--- config.mk ---
export PLATFORM = sky130hd
export DESIGN_NAME = tcm_axis_sink_fifo
export DESIGN_NICKNAME = d
export VERILOG_FILES = /design/src/rtl/tcm_axis_sink_fifo.sv
export SDC_FILE = /design/constraint.sdc
export NUM_CORES = 1
export LEC_CHECK = 0
export BUFFER_PORTS_ARGS = -buffer_cell sky130_fd_sc_hd__buf_2
export CORE_ASPECT_RATIO = 1.25
export CORE_MARGIN = 2
export CORE_UTILIZATION = 50
export DETAILED_ROUTE_END_ITERATION = 7
export GPL_TIMING_DRIVEN = 0
export PLACE_DENSITY = 0.75
export SYNTH_ARGS = -nofsm -noshare
export SYNTH_HDL_FRONTEND = slang
export SYNTH_SLANG_ARGS = --single-unit
--- constraint.sdc ---
create_clock -name S_AXIS_ACLK -period 10.15 [get_ports S_AXIS_ACLK]
set_input_delay 1.015 -clock S_AXIS_ACLK [delete_from_list [all_inputs] [get_ports S_AXIS_ACLK]]
set_output_delay 1.015 -clock S_AXIS_ACLK [all_outputs]
set_load 0.005 [all_outputs]
--- src/rtl/tcm_axis_sink_fifo.sv ---
`default_nettype none
// ============================================================================
// Module   : tcm_axis_sink_fifo
// Purpose  : AXI-Stream sink FIFO with TLAST framing and a FWFT read port.
//            Define TCM_AXIS_SINK_STRB_EN to zero bytes whose TSTRB bit is 0.
// Revision : 1.0
// ============================================================================

module tcm_axis_sink_fifo #(
  parameter int C_S_AXIS_TDATA_WIDTH = 32,
  parameter int C_FIFO_DEPTH         = 16,
  localparam int AW                  = $clog2(C_FIFO_DEPTH)
) (
  input  logic                              S_AXIS_ACLK,
  input  logic                              S_AXIS_ARESETN,
  input  logic                              S_AXIS_TVALID,
  output logic                              S_AXIS_TREADY,
  input  logic [C_S_AXIS_TDATA_WIDTH-1:0]   S_AXIS_TDATA,
  input  logic [C_S_AXIS_TDATA_WIDTH/8-1:0] S_AXIS_TSTRB,
  input  logic                              S_AXIS_TLAST,
  input  logic [31:0]                       USR_tcm_control,
  input  logic                              USR_rd_en,
  output logic                              USR_rd_valid,
  output logic [C_S_AXIS_TDATA_WIDTH-1:0]   USR_rd_data,
  output logic                              USR_rd_last,
  output logic [AW:0]                       USR_level,
  output logic [AW:0]                       USR_pkt_count,
  output logic                              USR_full,
  output logic                              USR_empty,
  output logic                              USR_pkt_done
);

  localparam int DW = C_S_AXIS_TDATA_WIDTH;
  localparam int NB = C_S_AXIS_TDATA_WIDTH / 8;
  localparam logic [AW:0] LVL_FULL = (AW+1)'(C_FIFO_DEPTH);

  logic [DW:0]   mem [C_FIFO_DEPTH];
  logic [AW-1:0] wp;
  logic [AW-1:0] rp;
  logic [AW:0]   level;
  logic [AW:0]   pkt_count;
  logic          pkt_done;

  logic          flush;
  logic          enable;
  logic          full;
  logic          empty;
  logic          push;
  logic          pop;
  logic          push_last;
  logic          pop_last;
  logic [DW:0]   head;
  logic [DW-1:0] wdata;
  logic          unused_ok;

  assign flush  = USR_tcm_control[0];
  assign enable = USR_tcm_control[1];
  assign full   = (level == LVL_FULL);
  assign empty  = (level == '0);

`ifdef TCM_AXIS_SINK_STRB_EN
  for (genvar i = 0; i < NB; i++) begin : g_strb
    assign wdata[8*i +: 8] = S_AXIS_TSTRB[i] ? S_AXIS_TDATA[8*i +: 8] : 8'h00;
  end
  assign unused_ok = ^USR_tcm_control[31:2];
`else
  assign wdata     = S_AXIS_TDATA;
  assign unused_ok = ^{S_AXIS_TSTRB, USR_tcm_control[31:2]};
`endif

  // Ready depends only on control, reset and the registered level, never on TVALID/rd_en.
  assign S_AXIS_TREADY = S_AXIS_ARESETN && enable && !flush && !full;

  assign push      = S_AXIS_TVALID && S_AXIS_TREADY;
  assign pop       = USR_rd_en && !empty;
  assign head      = mem[rp];
  assign push_last = push && S_AXIS_TLAST;
  assign pop_last  = pop && head[DW];

  always_ff @(posedge S_AXIS_ACLK) begin
    if (push) begin
      mem[wp] <= {S_AXIS_TLAST, wdata};
    end
  end

  always_ff @(posedge S_AXIS_ACLK) begin
    if (!S_AXIS_ARESETN) begin
      wp        <= '0;
      rp        <= '0;
      level     <= '0;
      pkt_count <= '0;
      pkt_done  <= 1'b0;
    end else begin
      pkt_done <= push_last;
      if (flush) begin
        wp        <= '0;
        rp        <= '0;
        level     <= '0;
        pkt_count <= '0;
      end else begin
        if (push) wp <= wp + 1'b1;
        if (pop)  rp <= rp + 1'b1;
        if (push && !pop)      level <= level + 1'b1;
        else if (!push && pop) level <= level - 1'b1;
        if (push_last && !pop_last)      pkt_count <= pkt_count + 1'b1;
        else if (!push_last && pop_last) pkt_count <= pkt_count - 1'b1;
      end
    end
  end

  // Head is masked while empty so stale memory never leaks out.
  assign USR_rd_valid  = !empty;
  assign USR_rd_data   = empty ? '0 : head[DW-1:0];
  assign USR_rd_last   = !empty && head[DW];
  assign USR_level     = level;
  assign USR_pkt_count = pkt_count;
  assign USR_full      = full;
  assign USR_empty     = empty;
  assign USR_pkt_done  = pkt_done;

endmodule

`default_nettype wire

==> metrics.txt <==
max cap viols=0; die width=189 um; largest net degree at the start of global routing=24; Detailed Routing Iterations Pass 1=5; CTS tree=yes; R2R depth=14; DR vias=10,500; clk slew on worst S/H paths=60 ps; Fin Setup TNS=0 ps; most numerous cell on the critical path=buf_6; skew final=22.6 ps; synth unique cells=47; placed cell area=23,000 um^2; placer's final routability congestion estimate=0.745; CP max-delay cell=clkbuf_1; Port-buffer cells=86; CP endpoint kind=output port; CTS Buf Count=48; Cells after Synth=975; Hold Vio Cnt, Final=0; Post-synth EDFFs=528; most numerous cell in the Yosys netlist=edfxtp_1; DIE AREA=44,400 um^2; # rows=84; vias in the first global route=11,100; global-route wire length before repair=70,600 um; Met1 Wirelength=17,800 um; Post-CTS Setup Inserts=0; GRT Resource Usage Total=21.7%; Ports=121; simple-gate share of the synthesized area=2.66%; Worst Hold Class=register to register; DP Cell Count=1,649; post-synthesis mux area share=15.6%; H-Tree Depth=2; grt ovf=0; asr flop ratio synth=0%; Synth Cell Area=21,300 um^2; R2R setup slack=6560 ps; Via-to-Cell Ratio=6.05; # diodes=0; Chip Height=235 um; CP bufs+invs=5; layout cells sized above 1=31.9%; worst path cell trace=clkbuf_2 -> buf_6 -> buf_6 -> clkbuf_1 -> mux4_2 -> a221o_1 -> buf_2; adder-cell share of the synthesized area=1.01%; antenna viol nets, final=0; worst slew pin tran=1130 ps; xor and xnor area share after synthesis=0.369%; outcome=complete, no violations; ranking of synthesized cells by area=edfxtp_1 (74%), mux4_2 (14%), dfxtp_1 (2.2%); drt total wl=47,100 um; post-synth top area share=74.3%; Starting Density=50.6%; Seq cells post-synth=551; max incr delay on CP=760 ps; Period minus WS final=4320 ps; Crit path required time=9140 ps; Root Buffer=clkbuf_16; CP Max Fanout=10; Clock Latency Late Sink=560 ps; area delta synth->final=15.0%; metal2 WL=24,200 um; CP arrival=3300 ps; antenna violations before repair=2; hold path depth=2; RSZ-0062 raised after global routing=false; Worst Hold End=USR_pkt_count[4]; filler instances=2,918; drt wl/cell=27.2 um; final non-filler cell total=1,730; Worst Hold Launch=USR_pkt_count[4]; core area=42,100 um^2; Syn. warnings=0; First DRT Iteration DRCs=1,258; pwr/cell area=183 nW/um^2; period utilisation layout=42.5%; Final Max Slew Viols=0; main combinational cell family by area after synthesis=multiplexers; Crit path max-delay family=buffers and inverters; Setup crit start kind=register; CP Class=register to output port; biggest area consumer among synthesized cells=edfxtp_1; final setup fails=0; Final nets=1,229; Synth Flop Type=edfxtp_1; Seq/Total Area, Yosys=76.4%; Post-CTS Resized=0; Residual DRC=0; Synth Area in Compound Gates=2.26%; P_leak=7.74 nW; Hold-fix buffers, CTS=0; maximum vdd ir drop=0.131 mV; syn_area_per_cell=21.9 um^2; Top Metal Used=met5; Worst slew margin=24.4%; clock buffer depth=3; synth cell count leaders=edfxtp_1 (528), mux4_2 (130), nor3_1 (37); DP HPWL=29,300 um; met3 routed WL=3670 um; clock sink total=551; Synthesized Nets=1,064; worst r2r dst=USR_pkt_count[4]; post-route cell area=24,500 um^2; Max Fclk=232 MHz
## area by class of cell
class	instances	area [um^2]	share of cell area (%)
sequential	551	16300	66.5
multi-input combinational	361	4790	19.5
clock buffer	64	1320	5.39
timing repair buffer	115	885	3.60
tap	559	699	2.85
buffer	54	317	1.29
clock inverter	17	184	0.749
inverter	9	33.8	0.138
## logic make-up after synthesis
| logic type | after synthesis |
|---|---|
| adder cells (fa/ha/maj) | 16 |
| flip-flops | 551 |
| XOR/XNOR | 9 |
| AO/OA/AOI/OAI | 55 |
| AND/OR/NAND/NOR | 111 |
| buffers and inverters | 63 |
| multiplexers | 170 |
## metrics by stage
stage	util, %	setup WS, ps	hold slack, ps	total power, mW
after floorplan	-	5550	459	2.67
after global placement	53.3	2820	477	2.77
after detailed placement	54.7	6050	466	2.77
after CTS	58.2	5800	485	4.51
after global routing	58.2	5710	540	4.60
final	58.2	5830	485	4.49
## cell usage in the layout, fill, tap and decap left out, types with 3 or more instances in the layout
| cell type | instances |
|---|---|
| edfxtp_1 | 528 |
| mux4_2 | 130 |
| buf_2 | 107 |
| clkbuf_16 | 49 |
| mux2i_1 | 36 |
| nor3_1 | 33 |
| a221o_1 | 32 |
| clkbuf_1 | 25 |
| dfxtp_1 | 23 |
| nor2_1 | 21 |
| buf_6 | 19 |
| ha_1 | 14 |
| nor2_4 | 13 |
| nand2_1 | 12 |
| buf_12 | 10 |
| inv_1 | 9 |
| nand3_1 | 8 |
| buf_4 | 7 |
| a21oi_1 | 7 |
| clkinv_2 | 6 |
| and2_1 | 5 |
| xor2_1 | 5 |
| clkinv_1 | 5 |
| nand2b_1 | 4 |
| mux2_2 | 4 |
| nor3_2 | 4 |
| xnor2_1 | 4 |
| bufinv_16 | 4 |
| clkbuf_8 | 4 |
| buf_8 | 4 |
| buf_1 | 3 |
| a211oi_1 | 3 |
## registers in the layout, indices dropped and copies added, names as in the netlist, named ones only
register	count
USR_level	5
USR_pkt_count	5
USR_pkt_done	1
mem	528
rp	4
wp	4
## how the worst max path moves through the flow
stage | from | slack (ps) | depth (start not counted) | to
floorplan | USR_tcm_control[0] | 5550 | 4 | mem[3][0]
global placement | USR_tcm_control[0] | 2820 | 5 | mem[0][7]
detailed placement | USR_tcm_control[0] | 6050 | 10 | mem[0][12]
CTS | register | 5800 | 7 | USR_rd_data[6]
global route | register | 5710 | 7 | USR_rd_data[6]
finish | register | 5830 | 7 | USR_rd_data[6]
## worst min-delay path: stages (launching register included)
cell     delay (ps)
dfxtp_1         330
nand2_1          60
o31ai_1          50
## per-layer routing
layer,GRT usage (%),up-vias
met5,0,-
met4,7.74,4
met3,3.60,86
met2,36.8,467
met1,28.7,5499
li1,-,4416
## where the power goes
group | total [mW] | switching [mW] | internal [mW]
combinational | 0.226 | 0.134 | 0.0913
clock | 1.77 | 0.756 | 1.01
sequential | 2.50 | 0.00411 | 2.49
total | 4.49 | 0.895 | 3.60
No activity file was read; power rests on OpenSTA's default activity.
